--- config.mk ---
export PLATFORM = sky130hd
export DESIGN_NAME = integral_image_cache_reader
export DESIGN_NICKNAME = d
export VERILOG_FILES = /design/src/rtl/integral_image_cache_reader.sv
export SDC_FILE = /design/constraint.sdc
export NUM_CORES = 1
export LEC_CHECK = 0
export ABC_AREA = 1
export CORE_AREA = 4 4 131 133
export CTS_BUF_LIST = sky130_fd_sc_hd__clkbuf_4 sky130_fd_sc_hd__clkbuf_8 sky130_fd_sc_hd__clkbuf_16
export DETAILED_ROUTE_END_ITERATION = 8
export DIE_AREA = 0 0 135 137
export GPL_TIMING_DRIVEN = 0
export SLEW_MARGIN = 20
export SYNTH_ARGS = -nofsm -noshare
export SYNTH_HDL_FRONTEND = slang
export SYNTH_SLANG_ARGS = --single-unit
--- constraint.sdc ---
create_clock -name clk -period 2.6 [get_ports clk]
set_input_delay 0.52 -clock clk [delete_from_list [all_inputs] [get_ports clk]]
set_output_delay 0.52 -clock clk [all_outputs]
set_load 0.05 [all_outputs]
--- src/rtl/integral_image_cache_reader.sv ---
// rtl/integral_image_cache_reader.sv - raster-order dump of the integral image cache onto a word stream
// Credit-gated read issue, latency-matching valid pipe, show-ahead output FIFO.
module integral_image_cache_reader #(
    parameter int ADDR_WIDTH   = 5,
    parameter int WORD_SIZE    = 32,
    parameter int ROW_WIDTH    = 25,
    parameter int COL_WIDTH    = 25,
    parameter int READ_LATENCY = 2,
    parameter int FIFO_DEPTH   = 4
) (
    input  logic                  clk,
    input  logic                  resetn,
    input  logic                  start,
    output logic                  busy,
    output logic                  done,
    output logic                  re,
    output logic [ADDR_WIDTH-1:0] raddrX,
    output logic [ADDR_WIDTH-1:0] raddrY,
    input  logic [WORD_SIZE-1:0]  rdata,
    output logic [WORD_SIZE-1:0]  data,
    output logic                  data_ready,
    input  logic                  data_wanted
);

    localparam int CW = $clog2(FIFO_DEPTH + 1);
    localparam int PW = (FIFO_DEPTH > 1) ? $clog2(FIFO_DEPTH) : 1;

    typedef enum logic [1:0] {IDLE, SCAN, DRAIN} state_t;

    state_t                  state_q, state_d;
    logic [ADDR_WIDTH-1:0]   x_q, x_d, y_q, y_d;
    logic [CW-1:0]           outst_q, outst_d, cnt_q, cnt_d;
    logic [READ_LATENCY-1:0] vld_q, vld_d;
    logic [PW-1:0]           wr_q, wr_d, rd_q, rd_d;
    logic [WORD_SIZE-1:0]    mem_q [FIFO_DEPTH];
    logic [WORD_SIZE-1:0]    mem_d [FIFO_DEPTH];
    logic                    done_q, done_d;

    logic          issue, push, pop, x_last, y_last;
    logic [CW:0]   credit_used;

    always_comb begin
        push        = vld_q[READ_LATENCY-1];
        pop         = (cnt_q != '0) && data_wanted;
        x_last      = (x_q == ADDR_WIDTH'(ROW_WIDTH - 1));
        y_last      = (y_q == ADDR_WIDTH'(COL_WIDTH - 1));
        // Credit ignores a same-cycle pop so the FIFO can never be oversubscribed.
        credit_used = (CW+1)'(outst_q) + (CW+1)'(cnt_q);
        issue       = (state_q == SCAN) && (credit_used < (CW+1)'(FIFO_DEPTH));

        state_d = state_q;
        x_d     = x_q;
        y_d     = y_q;
        done_d  = 1'b0;
        wr_d    = wr_q;
        rd_d    = rd_q;
        mem_d   = mem_q;
        outst_d = outst_q + CW'(issue) - CW'(push);
        cnt_d   = cnt_q + CW'(push) - CW'(pop);

        vld_d[0] = issue;
        for (int i = 1; i < READ_LATENCY; i++) begin
            vld_d[i] = vld_q[i-1];
        end

        if (push) begin
            mem_d[wr_q] = rdata;
            wr_d        = (wr_q == PW'(FIFO_DEPTH - 1)) ? '0 : wr_q + 1'b1;
        end
        if (pop) begin
            rd_d = (rd_q == PW'(FIFO_DEPTH - 1)) ? '0 : rd_q + 1'b1;
        end

        case (state_q)
            IDLE: begin
                if (start) begin
                    state_d = SCAN;
                    x_d     = '0;
                    y_d     = '0;
                    outst_d = '0;
                    cnt_d   = '0;
                    wr_d    = '0;
                    rd_d    = '0;
                    vld_d   = '0;
                end
            end
            SCAN: begin
                if (issue) begin
                    if (x_last) begin
                        x_d = '0;
                        if (y_last) begin
                            y_d     = '0;
                            state_d = DRAIN;
                        end else begin
                            y_d = y_q + 1'b1;
                        end
                    end else begin
                        x_d = x_q + 1'b1;
                    end
                end
            end
            DRAIN: begin
                if ((outst_q == '0) && ((cnt_q == '0) || ((cnt_q == CW'(1)) && pop))) begin
                    state_d = IDLE;
                    done_d  = 1'b1;
                end
            end
            default: state_d = IDLE;
        endcase
    end

    always_ff @(posedge clk or negedge resetn) begin
        if (!resetn) begin
            state_q <= IDLE;
            x_q     <= '0;
            y_q     <= '0;
            outst_q <= '0;
            cnt_q   <= '0;
            vld_q   <= '0;
            wr_q    <= '0;
            rd_q    <= '0;
            done_q  <= 1'b0;
            for (int i = 0; i < FIFO_DEPTH; i++) begin
                mem_q[i] <= '0;
            end
        end else begin
            state_q <= state_d;
            x_q     <= x_d;
            y_q     <= y_d;
            outst_q <= outst_d;
            cnt_q   <= cnt_d;
            vld_q   <= vld_d;
            wr_q    <= wr_d;
            rd_q    <= rd_d;
            done_q  <= done_d;
            for (int i = 0; i < FIFO_DEPTH; i++) begin
                mem_q[i] <= mem_d[i];
            end
        end
    end

    assign busy       = (state_q != IDLE);
    assign done       = done_q;
    assign re         = issue;
    assign raddrX     = x_q;
    assign raddrY     = y_q;
    assign data       = mem_q[rd_q];
    assign data_ready = (cnt_q != '0);

    fifo_overflow_chk: assert property (@(posedge clk) disable iff (!resetn)
        !(push && !pop && (cnt_q == CW'(FIFO_DEPTH))));

endmodule

## Word-level counts from Yosys, hierarchy flattened

Cells that the tools add are included.

| operators by class | value |
|---|---|
| $add $sub $neg | 9 |
| order comparisons | 4 |
| equality and inequality tests | 12 |
| multiplexer cells | 36 |
| bitwise gates (word level) | 2 |
| reduce and logical (&&, ||, !) cells | 15 |

Operators by type and width:

| cell | number |
|---|---|
| bitwise mux 128 bit | 1 |
| two-way mux 32 bit | 3 |
| binary-select mux 32 bit (select 2 bit) | 1 |
| demux 32 bit (select 2 bit) | 1 |
| two-way mux 2 bit | 15 |
| two-way mux 5 bit | 6 |
| case mux 5 bit (2 select lines) | 2 |
| two-way mux 3 bit | 4 |
| adder 5 x 1 -> 5 bit (second input constant) | 2 |
| equality test 5 bit (second input constant) | 2 |
| inequality test 2 bit (second input constant) | 5 |
| adder 3 x 1 -> 3 bit | 2 |
| equality test 2 bit (second input constant) | 3 |
| greater-or-equal comparator 3 bit (second input constant) | 2 |
| zero test 3 bit | 2 |
| inverter 2 -> 3 bit | 2 |
| case mux 2 bit (3 select lines) | 1 |
| subtractor 3 x 1 -> 3 bit | 2 |
| logical AND 1 bit | 5 |
| AND reduction 5 bit | 1 |
| adder 2 x 1 -> 2 bit (second input constant) | 2 |
| adder 3 x 3 -> 4 bit | 1 |
| less-than comparator 4 x 3 -> 1 bit (second input constant) | 1 |
| AND reduction 4 bit | 1 |
| 9 further kinds | 11 |

| storage, ports and cells | value |
|---|---|
| bits in registers | 153 |
| input bits | 36 |
| output and inout port bits | 46 |
| word-level logic and storage cells | 91 |

## Logic depth before layout (Yosys ltp)

Gate-level depths: netlist of run 1.

| depth | value |
|---|---|
| depth after elaboration | 7 |
| gate-level depth with buffers | 11 |
| depth with buffers taken out | 11 |

## Worst setup path before layout of run 1

Ideal clock, no wire load.

| timing | value |
|---|---|
| kind | register -> register |
| start | register outst_q[2] |
| end | register outst_q[2] |
| data arrival time | 2.357 ns |
| path slack | 0.115 ns |
| cell stages (with the launch flop) | 11 |
| path through | dfrtp_1 > ha_1 > nor3_4 > nand3_4 > inv_1 > ha_1 > inv_1 > fa_1 > xor2_1 > o21ai_0 > a21oi_1 |

| between the ends | value |
|---|---|
| cells in the longest elaborated chain, start to end | 7 |

Ends and longest elaborated chain:

| item | RTL line | RTL |
|---|---|---|
| from (decl) | 32 | `logic [CW-1:0] outst_q, outst_d, cnt_q, cnt_d;` |
| from (signal assigned) | 130 | `outst_q <= outst_d;` |
| adder 3 x 3 -> 4 bit * | 48 | `credit_used = (CW+1)'(outst_q) + (CW+1)'(cnt_q);` |
| less-than comparator 4 x 3 -> 1 bit * | 49 | `issue = (state_q == SCAN) && (credit_used < (CW+1)'(FIFO_DEPTH));` |
| logical AND 1 bit * | 49 |  |
| via re | 16 | `output logic re,` |
| adder 3 x 1 -> 3 bit * | 58 | `outst_d = outst_q + CW'(issue) - CW'(push);` |
| subtractor 3 x 1 -> 3 bit * | 58 |  |
| two-way mux 3 bit | 76 | `if (start) begin` |
| two-way mux 3 bit * | 74 | `case (state_q)` |
| via outst_d[2] | 32 |  |

The timed path passes the listed nets; every way through them passes the cells marked *.
A chain may end at the register's enable or synchronous reset.

## Worst setup path in the final report of run 1

| timing | value |
|---|---|
| start | register rd_q[0] |
| end | output data[12] |

| between the ends | value |
|---|---|
| cells in the longest elaborated chain, start to end | 4 |

Ends and longest elaborated chain:

| item | RTL line | RTL |
|---|---|---|
| from (decl) | 34 | `logic [PW-1:0] wr_q, wr_d, rd_q, rd_d;` |
| from (signal assigned) | 134 | `rd_q <= rd_d;` |
| inverter 2 -> 3 bit (implied by the code) | 147 | `assign data = mem_q[rd_q];` |
| binary-select mux 32 bit (select 2 bit) | 147 |  |
| two-way mux 32 bit (implied by the code) (2 in series) | 147 |  |
| to (decl) | 20 | `output logic [WORD_SIZE-1:0] data,` |

No other way between the ends. The select of a mux whose other input is x is not followed.

==> results of run 1 <==
[per-layer routing]
metal | vias up | global-route usage | routed length [µm]
met5 | - | 0 | 0
met3 | 27 | 0.0401 | 828
li1 | 2840 | - | -
met4 | 0 | 0.0728 | 328
met1 | 2921 | 0.288 | 8610
met2 | 166 | 0.339 | 9050
[metrics by stage]
stage / cells / setup TNS (ns)
floorplan: 798 / 0
global placement: 1095 / -787.06
detailed placement: 1096 / -5.79
CTS: 1128 / -0.0350
global route: 1128 / -0.00145
finish: 1128 / 0
[registers in the layout, summed over array words and instances, names as in the netlist]
name / cells
mem_q: 128
raddrX: 5
raddrY: 5
cnt_q: 3
outst_q: 3
rd_q: 2
state_q: 2
vld_q: 2
wr_q: 2
done: 1
[area by class of cell]
cell class | count | area (µm²) | share of cell area
clock buffer | 21 | 468 | 0.0542
clock inverter | 11 | 121 | 0.0141
sequential | 153 | 3830 | 0.443
multi-input combinational | 530 | 2690 | 0.311
buffer | 48 | 265 | 0.0307
inverter | 67 | 251 | 0.0291
timing repair buffer | 82 | 743 | 0.0861
tap | 216 | 270 | 0.0313
[layout by cell type, fill, tap and decap left out, types with 2 or more instances in the layout]
| master | instances |
|---|---|
| clkinv_2 | 4 |
| clkbuf_1 | 14 |
| buf_2 | 23 |
| nor2_1 | 78 |
| o21ai_0 | 180 |
| nand2_1 | 152 |
| ha_1 | 15 |
| clkdlybuf4s50_1 | 47 |
| clkinvlp_4 | 2 |
| dfrtp_1 | 153 |
| bufinv_16 | 2 |
| clkinv_4 | 2 |
| o22ai_1 | 28 |
| o21ai_2 | 5 |
| clkbuf_4 | 8 |
| o22ai_2 | 4 |
| buf_4 | 22 |
| xor2_1 | 5 |
| clkbuf_16 | 17 |
| o21ai_1 | 23 |
| fa_1 | 2 |
| clkbuf_2 | 10 |
| a21oi_1 | 6 |
| inv_2 | 3 |
| nand4_1 | 9 |
| nand2_2 | 4 |
| buf_6 | 6 |
| nand3_1 | 10 |
| nand2_4 | 2 |
| clkbuf_8 | 2 |
| inv_1 | 64 |
[path summary, 6_finish.rpt]
path | from | depth (start not counted) | slack (ns) | to
max reg2reg | outst_q[2]$_DFF_PN0_ | 10 | 0.32 | outst_q[2]$_DFF_PN0_
min reg2reg | vld_q[0]$_DFF_PN0_ | 2 | 0.48 | vld_q[1]$_DFF_PN0_
min in group clk | vld_q[0]$_DFF_PN0_ | 2 | 0.48 | vld_q[1]$_DFF_PN0_
min | resetn | 1 | 0.05 | mem_q[24]$_DFFE_PN0P_
max | rd_q[0]$_DFF_PN0_ | 7 | 0.08 | data[12]
max in group asynchronous | resetn | 2 | 1.76 | mem_q[72]$_DFFE_PN0P_
[what timing repair did]
action / CTS / global route
endpoints found under the setup margin: 33 / 33
gates resized for setup: 192 / 33
gates cloned: 0 / 0
[report_power, final]
part | total [mW] | switching (mW) | leakage (nW) | internal [mW]
clock network | 2.47 | 0.983 | 0.290 | 1.48
logic | 3.07 | 2.18 | 2.34 | 0.885
registers | 2.52 | 0.0734 | 1.53 | 2.45
[logic make-up (layout without fill, tap and decap cells)]
| family | count (synthesis) | in the layout | synth area share |
|---|---|---|---|
| AO/OA/AOI/OAI | 246 | 246 | 0.185 |
| XOR/XNOR | 5 | 5 | 0.00629 |
| adder cells (fa/ha/maj) | 17 | 17 | 0.0327 |
| buffers and inverters | 115 | 229 | 0.0671 |
| flip-flops | 153 | 153 | 0.550 |
| AND/OR/NAND/NOR | 262 | 262 | 0.158 |
==> impl_results.md, run 1 <==
- Period utilization: 0.968
- Ys async rst share: 1.00
- Cells after Synth: 798
- Finished Cell Area: 8640 µm²
- Largest net degree at the start of global routing: 85
- CP max stage delay: 0.42 ns
- Most frequent cells after synthesis: 180 x o21ai_0, 153 x dfrtp_1, 152 x nand2_1, 78 x nor2_1, 64 x inv_1
- Count of final setup violators: 0
- Distinct cells, synth: 27
- GPL Wtd Cong: 0.787
- Post-Syn Area: 6960 µm²
- Post-place setup slack: -0.256 ns
- Final worst slack: 0.0832 ns
- H-tree lvl count: 4
- Crit path max-delay family: buffers and inverters
- Antenna violation net count after detailed routing: 0
- Layout fillers: 1488
- Hold Slack: 0.0482 ns
- Max frequency: 0.397 GHz
- Initial DRC count: 414
- Clock skew: 0.00913 ns
- First-pass GRT wire length: 30.7 mm
- Maximum VDD drop: 577 µV
- Fin nets: 952
- Port Buffers: 81
- Worst hold path class: in2async
- Most frequent CP cell: buf_4
- Share of cells above drive strength 1: 0.135
- Power after layout: 8.06 mW
- EDFF count, synth: 0
- Via count: 5954
- CP Launch Type: register
- Synth top area share: 0.550
- Overflow after GRT: 0
- Root Buffer: clkbuf_16
- Avg WL per Cell: 16.7 µm
- Initial antenna violation count: 0
- Max-cap violations: 0
- Max Slew Vio Count: 0
- Total CTS buffers: 17
- CTS tree: yes
- Vias in the first global route: 5966
- Worst-path maximum fanout: 10
- Ports: 82
- Die Height: 137 µm
- DIE AREA: 18500 µm²
- Shortest period the worst path allows: 2.52 ns
- Core area: 15800 µm²
- Number of synthesized register bits: 153
- Worst path arrival time: 2.00 ns
- Seq/Total Area, Yosys: 0.550
- Synthesis Warnings: 0
- DRC: 0
- Final core occ: 0.546
- Initial Utilization: 0.440
- Rel. slew slack: 0.608
- Avg Cell Area, Syn: 8.72 µm²
- Most common cell in the netlist: o21ai_0
- Drt via density: 5.28
- Final WL: 18.8 mm
- Final HPWL DP: 12.2 mm
- Hold-fix buffers at CTS: 0
- Leak: 4.17 nW
- FP Rows: 46
- GRT Util Overall: 0.210
- Sink Count: 153
- Postcts setup bufs: 0
- Clock tree buffer depth: 2
- Mapped Nets: 851
- Diodes inserted: 0
- Worst slew pin tran: 0.588 ns
- Placed Area: 8070 µm²
- CP Cell Sequence: clkbuf_4, inv_2, buf_4, buf_6, nor2_1, o22ai_1, buf_4
- Die Width: 135 µm
- Worst EP required: 2.08 ns
- Area contributors post-synth: dfrtp_1 55%, o21ai_0 13%, nand2_1 8.2%
- Main flop type after synthesis: dfrtp_1
- Worst setup EP type: output port
- First-pass iteration count of the detailed router: 5
- Power per cell area: 933 nW/µm²
- Hold Violations, Final: 0
- Leading area contributor after synthesis: dfrtp_1
- Clock transition at the registers of the reported paths: 0.06 ns
- Kind of critical path: reg2out
- Clock Latency Late Sink: 0.43 ns
- Run status: finished clean
- Area growth, synth to finish: 24.1%
- CP max stage cell: dfrtp_1
- CP bufs+invs: 5
No activity file was read; power rests on OpenSTA's default activity.
==> inputs of run 2 (changes only) <==
--- a/config.mk
+++ b/config.mk
@@ -7,10 +7,10 @@
 export LEC_CHECK = 0
 export ABC_AREA = 1
 export CORE_AREA = 4 4 131 133
-export CTS_BUF_LIST = sky130_fd_sc_hd__clkbuf_4 sky130_fd_sc_hd__clkbuf_8 sky130_fd_sc_hd__clkbuf_16
 export DETAILED_ROUTE_END_ITERATION = 8
 export DIE_AREA = 0 0 135 137
 export GPL_TIMING_DRIVEN = 0
+export RECOVER_POWER = 25
 export SLEW_MARGIN = 20
 export SYNTH_ARGS = -nofsm -noshare
 export SYNTH_HDL_FRONTEND = slang
==> run 2 against run 1 <==
- the flow now finishes with violations (capacitance limit, slew limit)
- cell area fell by 0.39%
- clock skew about the same
- wire length decreased by 0.31%
- combinational power barely moved
- hold slack better by 0.43 ns
- clock power about the same
- critical endpoint is now data[3]
- largest power group unchanged
==> impl_results.md, run 2 (same netlist as run 1, synthesis figures left out) <==
- Vias in the first global route: 5963 (-0.050%)
- Period utilization: 0.977 (+0.00853)
- DRC: 0 (unchanged)
- GRT Util Overall: 0.210 (unchanged)
- Maximum VDD drop: 574 µV (-0.59%)
- Share of cells above drive strength 1: 0.133 (-0.00219)
- Die Height: 137 µm (unchanged)
- First-pass GRT wire length: 30.6 mm (about the same)
- CTS tree: yes
- H-tree lvl count: 4 (unchanged)
- CP Cell Sequence: clkbuf_4, inv_2, buf_4, buf_6, nor2_1, o22ai_1, buf_4
- Kind of critical path: reg2out
- Hold path start: vld_q[0]$_DFF_PN0_
- Run status: finished with violations
- Largest net degree at the start of global routing: 85 (unchanged)
- Drt via density: 5.31 (+0.55%)
- Leak: 4.15 nW (-0.40%)
- Clock tree buffer depth: 2 (unchanged)
- Fin nets: 952 (unchanged)
- Sink Count: 153 (unchanged)
- Post-place setup slack: -0.256 ns (unchanged)
- CP Launch Type: register
- GPL Wtd Cong: 0.787 (unchanged)
- Initial Utilization: 0.440 (unchanged)
- Worst EP required: 2.08 ns (about the same)
- Initial DRC count: 465 (+12%)
- Worst hold path class: reg2reg
- Power after layout: 8.03 mW (-0.38%)
- Crit path max-delay family: buffers and inverters
- Most frequent CP cell: buf_4
- Ports: 82 (unchanged)
- Final WL: 18.8 mm (-0.31%)
- Power per cell area: 933 nW/µm² (about the same)
- Max FFs per register: 128 (unchanged)
- Grt met3 use: 0.0401 (unchanged)
- Most frequent cells in the layout: 180 x o21ai_0, 153 x dfrtp_1, 152 x nand2_1
- Die Width: 135 µm (unchanged)
- Count of final setup violators: 0 (unchanged)
- Commonest non-fill, non-tap cell in the layout: o21ai_0
- Overflow after GRT: 0 (unchanged)
- GR Util met1: 0.288 (about the same)
- Avg WL per Cell: 16.6 µm (-0.31%)
- Worst-path maximum fanout: 10 (unchanged)
- Hold-fix buffers at CTS: 0 (unchanged)
- Failing checks: capacitance limit, slew limit
- GR Util met2: 0.339 (about the same)
- Final worst slack: 0.0610 ns (-0.0222 ns)
- Biggest register: mem_q
- CP max stage delay: 0.42 ns (about the same)
- Diodes inserted: 0 (unchanged)
- Max-cap violations: 1 (+1)
- CP max stage cell: dfrtp_1
- Max Slew Vio Count: 71 (+71)
- Worst slew pin tran: 1.75 ns (+1.17 ns)
- Total CTS buffers: 17 (unchanged)
- Clock skew: 0.00920 ns (+0.0000730 ns)
- Worst setup path start: rd_q[0]$_DFF_PN0_
- Core area: 15800 µm² (unchanged)
- Reg-to-reg startpoint: outst_q[2]$_DFF_PN0_
- Worst setup EP type: output port
- Clock Latency Late Sink: 0.42 ns (about the same)
- Clock transition at the registers of the reported paths: 0.06 ns (about the same)
- Shortest period the worst path allows: 2.54 ns (+0.0222 ns)
- GRT busiest layer: met2
- Rel. slew slack: -0.170 (-0.777)
- Worst path arrival time: 2.02 ns (+0.02 ns)
- First-pass iteration count of the detailed router: 5 (unchanged)
- Port Buffers: 81 (unchanged)
- Max frequency: 0.394 GHz (-0.87%)
- Root Buffer: clkbuf_16
- CP bufs+invs: 5 (unchanged)
- FP Rows: 46 (unchanged)
- Area growth, synth to finish: 23.6%
- Postcts setup bufs: 0 (unchanged)
- Final HPWL DP: 12.2 mm (unchanged)
- DIE AREA: 18500 µm² (unchanged)
- Antenna violation net count after detailed routing: 0 (unchanged)
- Hold Violations, Final: 0 (unchanged)
- Via count: 5987 (+0.55%)
- Initial antenna violation count: 0 (unchanged)
[run 2: per-layer routing]
| metal | vias up | wire [µm] |
|---|---|---|
| li1 | 2841 | - |
| met1 | 2941 | 8320 |
| met2 | 175 | 9050 |
| met3 | 30 | 1060 |
| met4 | 0 | 338 |
| met5 | - | 0 |
[run 2: worst register-to-register path: stages (launching register included)]
cell and delay, ns:
dfrtp_1 0.41, ha_1 0.36, nor3_4 0.20, nand3_4 0.15, inv_1 0.11, ha_1 0.14, inv_1 0.04, fa_1 0.37
xor2_1 0.16, o21ai_0 0.15, a21oi_1 0.05
[run 2: path summary, 6_finish.rpt]
| path | cells after the start | slack [ns] | to |
|---|---|---|---|
| max | 7 | 0.06 | data[3] |
| min | 2 | 0.48 | vld_q[1]$_DFF_PN0_ |
| max reg2reg | 10 | 0.32 | outst_q[2]$_DFF_PN0_ |
| min reg2reg | 2 | 0.48 | vld_q[1]$_DFF_PN0_ |
| max in group asynchronous | 2 | 0.53 | mem_q[104]$_DFFE_PN0P_ |
| min in group asynchronous | 1 | 0.56 | mem_q[24]$_DFFE_PN0P_ |
[run 2: area by class of cell]
type | instances | area (µm²)
Tap cell | 216 | 270
Inverter | 67 | 251
Fill cell | 1493 | 7230
Sequential cell | 153 | 3830
Clock buffer | 21 | 460
Multi-Input combinational cell | 530 | 2690
Buffer | 48 | 265
Clock inverter | 11 | 121
Timing Repair Buffer | 82 | 717
[run 2: report_power, final]
part | total, mW | switching [mW] | internal, mW
registers | 2.52 | 0.0736 | 2.45
logic | 3.06 | 2.18 | 0.880
clock network | 2.44 | 0.981 | 1.46
[run 2: metrics by stage]
| step | util | hold WS (ns) | area, µm² | TNS, ns | cells |
|---|---|---|---|---|---|
| 6_report | 0.543 | 0.476 | 8600 | 0 | 1128 |
| 5_1_grt | 0.543 | 0.496 | 8600 | -0.00137 | 1128 |
| 4_1_cts | 0.542 | 0.0738 | 8570 | -0.0350 | 1128 |
| 3_5_place_dp | 0.510 | 0.468 | 8070 | -5.79 | 1096 |
| 3_3_place_gp | 0.508 | 0.461 | 8040 | -787.06 | 1095 |
| 2_1_floorplan | - | 0.224 | 6960 | 0 | 798 |
[run 2: what timing repair did]
item	4_1_cts	5_1_grt
setup endpoints to repair	33	33
pin swaps	0	0
gates resized for setup	192	33
